File: config.mk
export PLATFORM = sky130hd
export DESIGN_NAME = clock_divider_multi
export DESIGN_NICKNAME = d
export VERILOG_FILES = /design/src/rtl/clkdiv_pkg.sv /design/src/rtl/clkdiv_channel.sv /design/src/rtl/clock_divider_multi.sv
export SDC_FILE = /design/constraint.sdc
export NUM_CORES = 1
export LEC_CHECK = 0
export BUFFER_PORTS_ARGS = -buffer_cell sky130_fd_sc_hd__buf_2
export CORE_AREA = 2 2 157 159
export CTS_BUF_LIST = sky130_fd_sc_hd__clkbuf_2 sky130_fd_sc_hd__clkbuf_4 sky130_fd_sc_hd__clkbuf_8
export DETAILED_ROUTE_END_ITERATION = 6
export DIE_AREA = 0 0 159 161
export PLACE_DENSITY = 0.86
export SLEW_MARGIN = 15
export SYNTH_ARGS = -nofsm -noshare
export SYNTH_HDL_FRONTEND = slang
export SYNTH_HIERARCHICAL = 1
export SYNTH_SLANG_ARGS = --single-unit
export TNS_END_PERCENT = 5
File: constraint.sdc
create_clock -name i_clk -period 8.17 [get_ports i_clk]
set_clock_uncertainty 0.05 [all_clocks]
set_input_delay 1.2255 -clock i_clk [delete_from_list [all_inputs] [get_ports i_clk]]
set_output_delay 1.2255 -clock i_clk [all_outputs]
set_load 0.01 [all_outputs]
File: src/rtl/clkdiv_pkg.sv
// Shared constants and helpers for the multi-channel clock divider.
package clkdiv_pkg;

    // Default counter/divisor width and reset-time divisor.
    localparam int CNT_W_DEF       = 24;
    localparam int DEFAULT_DIV_DEF = 2;

    // Width of a channel index: clog2(n), never less than one bit.
    function automatic int idx_w(input int n);
        return (n <= 1) ? 1 : $clog2(n);
    endfunction

endpackage

File: src/rtl/clkdiv_channel.sv
// One divider channel: counter, active/shadow divisor, tick strobe and
// 50 %-duty divided clock. Divisor updates take effect only at a wrap,
// sync or while disabled, so the divided clock never glitches.
module clkdiv_channel
    import clkdiv_pkg::*;
#(
    parameter int CNT_W       = CNT_W_DEF,
    parameter int DEFAULT_DIV = DEFAULT_DIV_DEF
) (
    input  logic             clk,
    input  logic             rst_n,
    input  logic             en,
    input  logic             sync,
    input  logic             wr,
    input  logic [CNT_W-1:0] wr_div,
    output logic             tick,
    output logic             div_clk,
    output logic             pending
);

    logic [CNT_W-1:0] cnt;
    logic [CNT_W-1:0] div;
    logic [CNT_W-1:0] shd;
    logic [CNT_W-1:0] eff_d;
    logic [CNT_W-1:0] wr_val;
    logic             pend;
    logic             wrap;
    logic             apply;

    // A divisor of zero is treated (and stored) as one.
    assign eff_d  = (div == '0) ? CNT_W'(1) : div;
    assign wr_val = (wr_div == '0) ? CNT_W'(1) : wr_div;

    // ">=" rather than "==" so a counter left beyond a freshly shrunk
    // divisor wraps on the next edge instead of running to 2^CNT_W.
    assign wrap  = (cnt >= eff_d - CNT_W'(1));
    assign apply = pend && (sync || !en || wrap);

    assign pending = pend;

    // Counter and registered outputs; sync beats disable beats wrap.
    always_ff @(posedge clk or negedge rst_n) begin
        // NOTE: non-blocking assignments so every register samples the
        // pre-edge values of its neighbours regardless of statement order.
        if (!rst_n) begin
            cnt     <= '0;
            tick    <= 1'b0;
            div_clk <= 1'b0;
        end else if (sync || !en) begin
            cnt     <= '0;
            tick    <= 1'b0;
            div_clk <= 1'b0;
        end else if (wrap) begin
            cnt     <= '0;
            tick    <= 1'b1;
            div_clk <= ~div_clk;
        end else begin
            cnt     <= cnt + CNT_W'(1);
            tick    <= 1'b0;
        end
    end

    // Active/shadow divisor; a same-cycle write stays pending for the next
    // apply point while the old shadow value is the one applied now.
    always_ff @(posedge clk or negedge rst_n) begin
        if (!rst_n) begin
            div  <= CNT_W'(DEFAULT_DIV);
            shd  <= CNT_W'(DEFAULT_DIV);
            pend <= 1'b0;
        end else begin
            if (apply) begin
                div <= shd;
            end
            if (wr) begin
                shd  <= wr_val;
                pend <= 1'b1;
            end else if (apply) begin
                pend <= 1'b0;
            end
        end
    end

endmodule

File: src/rtl/clock_divider_multi.sv
// Multi-channel run-time programmable clock divider. Decodes the divisor
// write strobe per channel and broadcasts sync to every channel.
module clock_divider_multi
    import clkdiv_pkg::*;
#(
    parameter int N_CH        = 4,
    parameter int CNT_W       = CNT_W_DEF,
    parameter int DEFAULT_DIV = DEFAULT_DIV_DEF
) (
    input  logic                   i_clk,
    input  logic                   i_rst,
    input  logic [N_CH-1:0]        i_en,
    input  logic                   i_sync,
    input  logic                   i_wr_en,
    input  logic [idx_w(N_CH)-1:0] i_wr_ch,
    input  logic [CNT_W-1:0]       i_wr_div,
    output logic [N_CH-1:0]        o_tick,
    output logic [N_CH-1:0]        o_div,
    output logic [N_CH-1:0]        o_pending
);

    localparam int IDX_W = idx_w(N_CH);

    logic [N_CH-1:0] wr_hit;

    // One-hot write decode; an index at or above N_CH matches nothing.
    always_comb begin
        // NOTE: default assigned first so no path leaves wr_hit unassigned,
        // which would otherwise infer a latch.
        wr_hit = '0;
        for (int c = 0; c < N_CH; c++) begin
            if (i_wr_en && (i_wr_ch == IDX_W'(c))) begin
                wr_hit[c] = 1'b1;
            end
        end
    end

    for (genvar c = 0; c < N_CH; c++) begin : g_ch
        clkdiv_channel #(
            .CNT_W       (CNT_W),
            .DEFAULT_DIV (DEFAULT_DIV)
        ) u_ch (
            .clk     (i_clk),
            .rst_n   (i_rst),
            .en      (i_en[c]),
            .sync    (i_sync),
            .wr      (wr_hit[c]),
            .wr_div  (i_wr_div),
            .tick    (o_tick[c]),
            .div_clk (o_div[c]),
            .pending (o_pending[c])
        );
    end

endmodule

==> impl_metrics.csv, run 1 <==
group,metric,value,unit
status,status,"finished, final reports clean",
cells_and_area,final_layout_size_suffix_gt1_frac,0.217,
die,die_h,161,um
setup_path,worstPathArrival,5.62,ns
pwr,power-per-cell-area,253,mW/mm^2
global_routing,grt_overflow,0,
setup_path,max_stage_delay,0.63,ns
cells_and_area,num_antenna_cells,0,
global_routing,grt_max_degree,191,
die,start_util,0.675,
drt,drtAntennaViolNets,0,
global_routing,grt_util_met2,0.483,
die,die_area,0.0256,mm^2
logic_synthesis,ys_types,58,
sta,period_needed,5.21,ns
placed_design,place_congestion,0.807,
global_routing,grt_util_met3,0.0483,
cells_and_area,stdcell_count,1879,
clocking,cts_hold_buf,0,
logic_synthesis,yosys_warnings,6,
setup_path,regToRegSetupSlack,2.96,ns
logic_synthesis,synth_common_cells,"dfrtp_1 (292), nor2_1 (174), mux2_2 (148), ha_1 (104), xor2_1 (94)",
clocking,cts.repair.resized,0,
logic_synthesis,yosysSeqAreaShare,0.465,
die,io_pins,46,
cells_and_area,fillCellCount,1572,
setup_path,crit_path_end_kind,"register",
logic_synthesis,synth_fp_nets,1586,
sta,slew_viol_final,0,
min_path,min_from,"g_ch[3].u_ch/shd[17]",
clocking,clk_pin_slew,0.07,ns
pwr,leakagePower,7.64,nW
sta,maxSlewHeadroom,0.335,
clocking,cts_max_path_buffers,3,
drt,drt-total-wl,36200,um
die,coreArea,0.0240,mm^2
setup_path,r2r-start,"g_ch[0].u_ch/div[9]",
drt,routed-via-count,11600,
global_routing,grt_pass1_wl,59100,um
clocking,numCtsBuffers,48,
sta,hold_viol,0,
global_routing,grt_use_total,0.285,
pwr,vdd_drop_max,0.209,mV
setup_path,cp_max_fo,17,
logic_synthesis,synth.most_common_cell,"dfrtp_1",
drt,drt-vias-per-instance,6.18,
setup_path,path_cells,"or4_1 > or2_1 > nor3_2 > a31oi_1 > ha_1 > nand2_1 > nor2_1 > nand2_1 > xor2_1 > ha_1 > a21oi_1 > nand2_1 > a221oi_1 > o21ai_1 > o31ai_4 > buf_8 > mux2_1",
logic_synthesis,synthCells,1448,
setup_path,r2r-end,"g_ch[0].u_ch/div[20]",
drt,dr.pass1.iters,7,
logic_synthesis,async_reset_ff_frac,1.00,
global_routing,grt-busiest-layer,"met2",
clocking,tritoncts,"yes",
sta,tightest_slew,0.997,ns
global_routing,gr-usage-met1,0.368,
logic_synthesis,synth.largest_area_cell,"dfrtp_1",
setup_path,crit_path_frequent_cell,"nand2_1",
global_routing,grt_pass1_vias,11900,
logic_synthesis,synth-seq-cells,300,
min_path,holdCritPathClass,"register to register",
clocking,post-cts-setup-buffers,0,
logic_synthesis,synth_area_per_cell,11.2,um^2
placed_design,io_buffers,45,
setup_path,r2r_cells,17,
setup_path,crit_family,"simple AND/OR/NAND/NOR gates",
cells_and_area,nets,1654,
job,cap_viol_max_count,0,
logic_synthesis,synth_area,0.0162,mm^2
clocking,htreeDepth,2,
placed_design,hpwl,23800,um
sta,setup_tns,0,ns
setup_path,startpoint_type,"register",
logic_synthesis,ys_top_cells_by_area,"dfrtp_1 (45%), mux2_2 (10%), ha_1 (8.0%)",
pwr,total_power,4.53,mW
drt,first_iter_violations,827,
min_path,min_to,"g_ch[3].u_ch/div[17]",
cells_and_area,area_delta_synth_final,10.5,%
setup_path,cp_num_buf_inv,1,
placed_design,placedCellCount,1788,
setup_path,cp.required,8.58,ns
clocking,clk_latency,0.59,ns
sta,setup_viol,0,
drt,wire_per_inst,19.3,um
clocking,root_buffer,"clkbuf_8",
clocking,clock_sinks,300,
sta,fin_crit_sh,0.638,
min_path,holdPathStages,1,
die,die_x,159,um
drt,drc_errors,0,
sta,clock.fmax,192,MHz
logic_synthesis,ys_dominant_reg_cell,"dfrtp_1",
die,num_rows,57,
global_routing,antenna_found_initial,2,
logic_synthesis,synth_top_area_frac,0.452,
setup_path,path_class,"register to register",
setup_path,cp_slowest_cell,"or4_1",
sta,rsz0062_at_grt,"no",
logic_synthesis,synth_edf_count,0,
-- worst register-to-register path, delay by kind of cell, from the launching register on --
family	cells	cell delay (ns)
AO/OA/AOI/OAI	5	1.50
XOR/XNOR	1	0.16
adder cells (fa/ha/maj)	2	0.53
buffers and inverters	1	0.26
flip-flops	1	0.43
multiplexers	1	0.35
AND/OR/NAND/NOR	7	1.80
-- report_power, final --
group | total, mW | internal [mW] | switching [mW] | leakage, nW
clock network | 1.49 | 0.880 | 0.609 | 0.604
logic | 0.948 | 0.479 | 0.470 | 3.27
registers | 2.09 | 1.76 | 0.325 | 3.77
total | 4.53 | 3.12 | 1.40 | 7.64
-- sequential cells by signal, summed over array words and instances (netlist names) --
name	cells
g_ch.u_ch/cnt	96
g_ch.u_ch/div	96
g_ch.u_ch/div_clk	4
g_ch.u_ch/pending	4
g_ch.u_ch/shd	96
g_ch.u_ch/tick	4
-- kinds of logic after synthesis --
kind of cell    after synthesis  share of synthesized area
buf+inv                      52                     0.0142
fa+ha+maj                   104                     0.0804
mux                         188                      0.131
flops                       300                      0.465
xor+xnor                    170                     0.0920
compound gates              108                     0.0458
simple gates                526                      0.172
-- metrics by stage --
step	instance area, um^2	setup WS, ns	util	hold slack, ns
after floorplan	16200	3.79	-	0.404
after global placement	16700	3.05	0.698	0.412
after detailed placement	16700	2.79	0.698	0.422
after CTS	17800	2.77	0.745	0.436
after global routing	17900	2.73	0.746	0.451
final	17900	2.96	0.746	0.438
-- cell type report --
cell class,count,area [um^2],share of cell area
Inverter,18,67.6,0.00378
Sequential cell,300,7520,0.420
Timing Repair Buffer,52,312,0.0174
Multi-Input combinational cell,1096,8440,0.472
Clock inverter,14,213,0.0119
Clock buffer,75,920,0.0514
Tap cell,324,405,0.0227
-- how the worst max path moves through the flow --
stage / startpoint / end / cells after the start
floorplan: g_ch[0].u_ch/div[9] / g_ch[0].u_ch/div[15] / 18
global placement: g_ch[0].u_ch/div[9] / g_ch[0].u_ch/div[2] / 16
detailed placement: g_ch[0].u_ch/div[9] / g_ch[0].u_ch/div[15] / 16
CTS: g_ch[0].u_ch/div[9] / g_ch[0].u_ch/div[17] / 16
global route: g_ch[3].u_ch/div[8] / g_ch[3].u_ch/div[9] / 17
finish: g_ch[0].u_ch/div[9] / g_ch[0].u_ch/div[20] / 17
-- placed cells by master, fill, tap and decap left out, types with 32 or more instances in the layout --
| cell | netlist | routed |
|---|---|---|
| nor3_1 | 32 | 32 |
| a21oi_1 | 36 | 36 |
| nand4_1 | 34 | 34 |
| mux2_1 | 40 | 40 |
| dfrtp_1 | 292 | 292 |
| xor2_1 | 94 | 94 |
| nor4_1 | 46 | 46 |
| nand3_1 | 42 | 42 |
| buf_2 | 4 | 44 |
| nand2_1 | 86 | 86 |
| clkbuf_8 | 0 | 57 |
| mux2_2 | 148 | 148 |
| ha_1 | 104 | 104 |
| xnor2_1 | 76 | 76 |
| nor2_1 | 174 | 174 |
-- layer usage --
metal / up-vias / wire [um] / part of all wire
met4: 2 / 1430 / 0.039
met5: - / 11 / 0.00030
li1: 5362 / - / -
met1: 5733 / 14800 / 0.41
met3: 120 / 2340 / 0.065
met2: 392 / 17600 / 0.49
(Power assumes the default switching activity.)
==> run 2, diff against run 1 <==
ABC_AREA = 1   (was not set)
CORE_AREA = 2 2 179 181   (was 2 2 157 159)
DIE_AREA = 0 0 181 183   (was 0 0 159 161)
PLACE_DENSITY = 0.78   (was 0.86)
clock period = 4.6 ns   (was 8.17 ns; I/O delays follow)
==> run 2 against run 1 <==
  * Area after synthesis is 12% higher
  * Via count increased by 32%
  * Wire length increased by 21%
  * Worst hold slack got worse by 0.34 ns
  * Setup slack worse by 2.4 ns
  * Sequential power rose by 62%
  * Final cell count grew 52%
  * Register-to-register slack got worse by 2.4 ns
  * Cell area grew 10%
  * Non-clock buffer count increased by 8
  * Critical path type unchanged
==> impl_metrics.csv, run 2 <==
group,metric,value,unit
status,status,"finished, final reports clean",
clocking,numCtsBuffers,50,
logic_synthesis,synth_area_per_cell,7.65,um^2
logic_synthesis,synth_edf_count,0,
logic_synthesis,synth-seq-cells,300,
cells_and_area,final_layout_size_suffix_gt1_frac,0.102,
global_routing,grt_use_total,0.273,
clocking,htreeDepth,2,
die,num_rows,65,
setup_path,path_class,"register to register",
sta,setup_viol,0,
setup_path,max_stage_delay,0.50,ns
cells_and_area,design_area,0.0197,mm^2
cells_and_area,post-route-util,0.631,
global_routing,grt_pass1_wl,74100,um
global_routing,grt_max_degree,115,
placed_design,hpwl,32200,um
die,io_pins,46,
die,die_h,183,um
setup_path,crit_path_frequent_cell,"nand2_1",
pwr,p_sw,2.82,mW
global_routing,grt_pass1_vias,15100,
die,die_area,0.0331,mm^2
setup_path,cp_max_fo,24,
setup_path,crit_cells,21,
clocking,clk_latency,0.61,ns
job,cap_viol_max_count,0,
clocking,clock_sinks,300,
clocking,clk_pin_slew,0.06,ns
setup_path,r2r_cells,21,
setup_path,worstPathArrival,4.50,ns
pwr,total_power,7.99,mW
pwr,vdd_drop_max,0.315,mV
global_routing,grt-busiest-layer,"met2",
sta,rsz0062_at_grt,"no",
drt,dr.pass1.iters,5,
logic_synthesis,ys_dominant_reg_cell,"dfrtp_1",
pwr,power-per-cell-area,405,mW/mm^2
cells_and_area,reg_top3,"g_ch.u_ch/cnt x96, g_ch.u_ch/div x96, g_ch.u_ch/shd x96",
clocking,cts_hold_buf,0,
drt,routed-via-count,15300,
setup_path,startpoint_type,"register",
logic_synthesis,async_reset_ff_frac,1.00,
global_routing,antenna_found_initial,2,
placed_design,dp_slack,0.563,ns
sta,period_needed,4.03,ns
logic_synthesis,synth_top_area_frac,0.404,
cells_and_area,final_cell_mix,"nand2_1 (782), nor2_1 (314), dfrtp_1 (292)",
setup_path,cp.required,5.08,ns
logic_synthesis,synthCells,2364,
global_routing,grt_overflow,0,
clocking,root_buffer,"clkbuf_8",
sta,hold_viol,0,
sta,setup_tns,0,ns
global_routing,grt_util_met3,0.0558,
pwr,p_int,5.17,mW
placed_design,place_congestion,0.961,
logic_synthesis,synth.largest_area_cell,"dfrtp_1",
pwr,switching_share,0.353,
setup_path,crit_path_end_kind,"register",
drt,wire_per_inst,15.3,um
cells_and_area,nets,2554,
die,coreArea,0.0312,mm^2
setup_path,path_cells,"nor2_1 > nand2_1 > nor2_1 > nand4_1 > nand2_1 > inv_2 > ha_1 > nand2_1 > nor2_4 > nand3_1 > xor2_1 > ha_1 > nand2_1 > a21oi_1 > nor2_1 > nand2_1 > a21oi_2 > nand3_2 > nand2_2 > nand2_1 > nand2_1",
sta,fin_crit_sh,0.875,
logic_synthesis,ys_top_cells_by_area,"dfrtp_1 (40%), nand2_1 (16%), ha_1 (7.2%)",
logic_synthesis,yosysSeqAreaShare,0.416,
placed_design,io_buffers,45,
drt,drt-vias-per-instance,5.36,
min_path,holdCritPathClass,"input pin to asynchronous set/reset pin",
logic_synthesis,yosys_warnings,6,
sta,maxSlewHeadroom,0.347,
setup_path,cp_slowest_cell,"nand2_2",
clocking,tritoncts,"yes",
global_routing,grt_util_met2,0.447,
cells_and_area,area_delta_synth_final,9.07,%
sta,clock.fmax,248,MHz
drt,drt-total-wl,43800,um
clocking,post-cts-setup-buffers,0,
placed_design,dpl_cell_area,0.0186,mm^2
clocking,cts_max_path_buffers,3,
logic_synthesis,synth_area,0.0181,mm^2
sta,tightest_slew,0.979,ns
sta,fin_ws,0.573,ns
drt,drc_errors,0,
global_routing,gr-usage-met1,0.363,
die,start_util,0.579,
sta,slew_viol_final,0,
pwr,leakagePower,10.1,nW
setup_path,cp_num_buf_inv,1,
pwr,clkPwrFrac,0.315,
drt,drtAntennaViolNets,0,
pwr,seqPwrFrac,0.425,
pwr,p_comb_frac,0.261,
die,die_x,181,um
setup_path,crit_family,"simple AND/OR/NAND/NOR gates",
logic_synthesis,synth_common_cells,"nand2_1 (782), nor2_1 (314), dfrtp_1 (292), inv_1 (192), nand3_1 (166)",
logic_synthesis,synth_fp_nets,2502,
clocking,cts.repair.resized,0,
logic_synthesis,ys_types,43,
cells_and_area,final_common_cell,"nand2_1",
drt,first_iter_violations,934,
logic_synthesis,synth.most_common_cell,"nand2_1",
## run 2: cells by family after synthesis
group / count (synthesis) / share of synthesized area
compound gates: 94 / 0.0298
flops: 300 / 0.416
buf+inv: 264 / 0.0608
xor+xnor: 126 / 0.0611
simple gates: 1476 / 0.361
fa+ha+maj: 104 / 0.0720
## run 2: cell type report
cell class	count	area, um^2
antenna	2	5.00
clock buffer	87	1050
clock inverter	6	32.5
fill	2800	11500
inverter	204	771
multi-input combinational	1800	9460
sequential	300	7520
tap	402	503
timing repair buffer	60	373
## run 2: path summary, 6_finish.rpt
check / start / end / slack, ns
worst min-delay path: i_rst / g_ch[0].u_ch/cnt[3] / 0.10
min in group i_clk: i_wr_div[1] / g_ch[2].u_ch/shd[1] / 0.37
worst min register to register: g_ch[1].u_ch/shd[1] / g_ch[1].u_ch/shd[1] / 0.41
worst max register to register: g_ch[2].u_ch/div[8] / g_ch[2].u_ch/div[22] / 0.57
max in group asynchronous: i_rst / g_ch[3].u_ch/cnt[19] / 3.33
worst max-delay path: g_ch[2].u_ch/div[8] / g_ch[2].u_ch/div[22] / 0.57
## run 2: per-stage QoR
step                hold slack [ns]  std cells
detailed placement            0.404       2766
global placement              0.403       2766
floorplan                     0.344       2364
CTS                           0.110       2859
global route                  0.153       2859
finish                        0.103       2861
## run 2: power groups by stage
stage | Clock, mW | Sequential (mW) | Combinational, mW
floorplan | 0 | 3.30 | 1.60
global placement | 0 | 3.42 | 2.00
detailed placement | 0 | 3.43 | 2.08
CTS | 2.59 | 3.39 | 2.09
global route | 2.71 | 3.44 | 2.41
finish | 2.51 | 3.39 | 2.08
## run 2: per-layer routing
layer / vias up / share of wire
li1: 7664 / -
met1: 7160 / 0.44
met2: 424 / 0.46
met3: 91 / 0.064
met4: 0 / 0.027
met5: - / 0
==> run 3, diff against run 2 <==
ABC_AREA = not set   (was 1)
CORE_AREA = 2 2 169 171   (was 2 2 179 181)
DIE_AREA = 0 0 171 173   (was 0 0 181 183)
==> run 3 against run 2 <==
  * Setup slack worse by 0.47 ns
  * Sequential power up 8.8%
  * Highest routed layer unchanged
  * Sequential cell count unchanged
==> impl_metrics.csv, run 3 (synthesized netlist as in run 1, its figures left out) <==
group,metric,value,unit
die,die_area,0.0296,mm^2
drt,dr.pass1.iters,5,
pwr,vdd_drop_max,0.305,mV
min_path,holdCritPathClass,"input pin to asynchronous set/reset pin",
cells_and_area,stdcell_count,1954,
setup_path,worstPathArrival,4.91,ns
global_routing,grt_pass1_vias,11400,
sta,tightest_slew,1.19,ns
cells_and_area,reg_top3,"g_ch.u_ch/cnt x96, g_ch.u_ch/div x96, g_ch.u_ch/shd x96",
clocking,root_buffer,"clkbuf_8",
job,cap_viol_max_count,0,
clocking,clk_latency,0.59,ns
drt,first_iter_violations,859,
global_routing,grt_overflow,0,
placed_design,place_congestion,0.858,
setup_path,cp_max_fo,6,
pwr,leakagePower,7.78,nW
sta,fin_crit_sh,0.978,
cells_and_area,area_delta_synth_final,12.6,%
placed_design,io_buffers,45,
cells_and_area,post-route-util,0.660,
sta,setup_viol,0,
die,die_x,171,um
die,die_h,173,um
sta,period_needed,4.50,ns
global_routing,grt_max_degree,131,
sta,whs,0.194,ns
drt,drt-total-wl,35800,um
clocking,cts_max_path_buffers,3,
die,start_util,0.586,
sta,maxSlewHeadroom,0.210,
global_routing,grt_use_total,0.243,
global_routing,grt_pass1_wl,58100,um
clocking,clk_pin_slew,0.06,ns
pwr,power-per-cell-area,431,mW/mm^2
die,io_pins,46,
setup_path,startpoint_type,"register",
drt,drc_errors,0,
sta,slew_viol_final,0,
clocking,numCtsBuffers,48,
die,num_rows,61,
cells_and_area,num_antenna_cells,0,
sta,hold_viol,0,
status,status,"finished, final reports clean",
clocking,clock_sinks,300,
cells_and_area,final_cell_mix,"dfrtp_1 (291), nor2_1 (173), mux2_2 (148)",
die,coreArea,0.0276,mm^2
drt,drtAntennaViolNets,0,
setup_path,cp.required,5.02,ns
placed_design,hpwl,24100,um
clocking,cts_hold_buf,0,
sta,rsz0062_at_grt,"yes",
drt,drt-vias-per-instance,5.86,
setup_path,crit_path_end_kind,"register",
drt,wire_per_inst,18.3,um
drt,routed-via-count,11500,
sta,setup_tns,0,ns
cells_and_area,nets,1676,
cells_and_area,final_common_cell,"dfrtp_1",
placed_design,placedCellCount,1854,
cells_and_area,final_layout_size_suffix_gt1_frac,0.239,
global_routing,antenna_found_initial,0,
clocking,tritoncts,"yes",
sta,clock.fmax,222,MHz
setup_path,path_class,"register to register",
clocking,htreeDepth,2,
run 3: area by class of cell:
type | count | area [um^2]
multi-input cells | 1096 | 8540
clock buffers | 76 | 952
well taps | 378 | 473
flip-flops and latches | 300 | 7520
clock inverters | 12 | 90.1
repair buffers | 74 | 588
inverters | 18 | 67.6
fillers | 2099 | 9400
run 3: metal layers:
layer / track usage / vias to the layer above / routed length [um]
met5: 0 / - / 0
met4: 0.0706 / 0 / 877
met3: 0.0497 / 76 / 2130
met2: 0.386 / 292 / 17200
met1: 0.339 / 5666 / 15600
li1: - / 5416 / -
run 3: path summary, 6_finish.rpt:
kind	start	endpoint	slack, ns	depth (start not counted)
max	g_ch[2].u_ch/div[2]	g_ch[2].u_ch/div[13]	0.10	16
min	i_rst	g_ch[1].u_ch/cnt[15]	0.19	1
max reg2reg	g_ch[2].u_ch/div[2]	g_ch[2].u_ch/div[13]	0.10	16
min reg2reg	g_ch[0].u_ch/shd[13]	g_ch[0].u_ch/div[13]	0.44	1
max in group asynchronous	i_rst	g_ch[3].u_ch/div[1]	3.33	2
min in group i_clk	i_en[2]	g_ch[2].u_ch/tick	0.37	3
run 3: where the power goes:
part	leakage, nW	switching [mW]	internal, mW
registers	3.77	0.554	3.13
clock network	0.557	1.05	1.37
logic	3.45	0.841	0.898
run 3: repair_timing:
| item | CTS | global route |
|---|---|---|
| setup endpoints to repair | 0 | 164 |
| resized for setup | 0 | 23 |
| setup buffers | 0 | 7 |
run 3: critical path, stage by stage, from the launching register on:
cell	delay (ns)
dfrtp_2	0.44
or4_4	0.56
nor4_4	0.33
nand3_2	0.16
nor2_2	0.10
nor2_1	0.09
ha_2	0.25
buf_4	0.15
xnor2_1	0.19
ha_1	0.28
and3_1	0.16
o21ai_0	0.14
a31oi_1	0.11
o311a_1	0.46
o21ai_4	0.34
clkbuf_16	0.23
mux2_2	0.35
run 3: through the flow:
| stage | worst slack (ns) | power (mW) | cell area (um^2) |
|---|---|---|---|
| after floorplan | 0.222 | 4.83 | 16200 |
| after global placement | 0.145 | 5.26 | 16900 |
| after detailed placement | 0.0311 | 5.39 | 16900 |
| after CTS | 0.00179 | 7.86 | 18000 |
| after global routing | -0.209 | 8.31 | 18200 |
| final | 0.102 | 7.85 | 18200 |
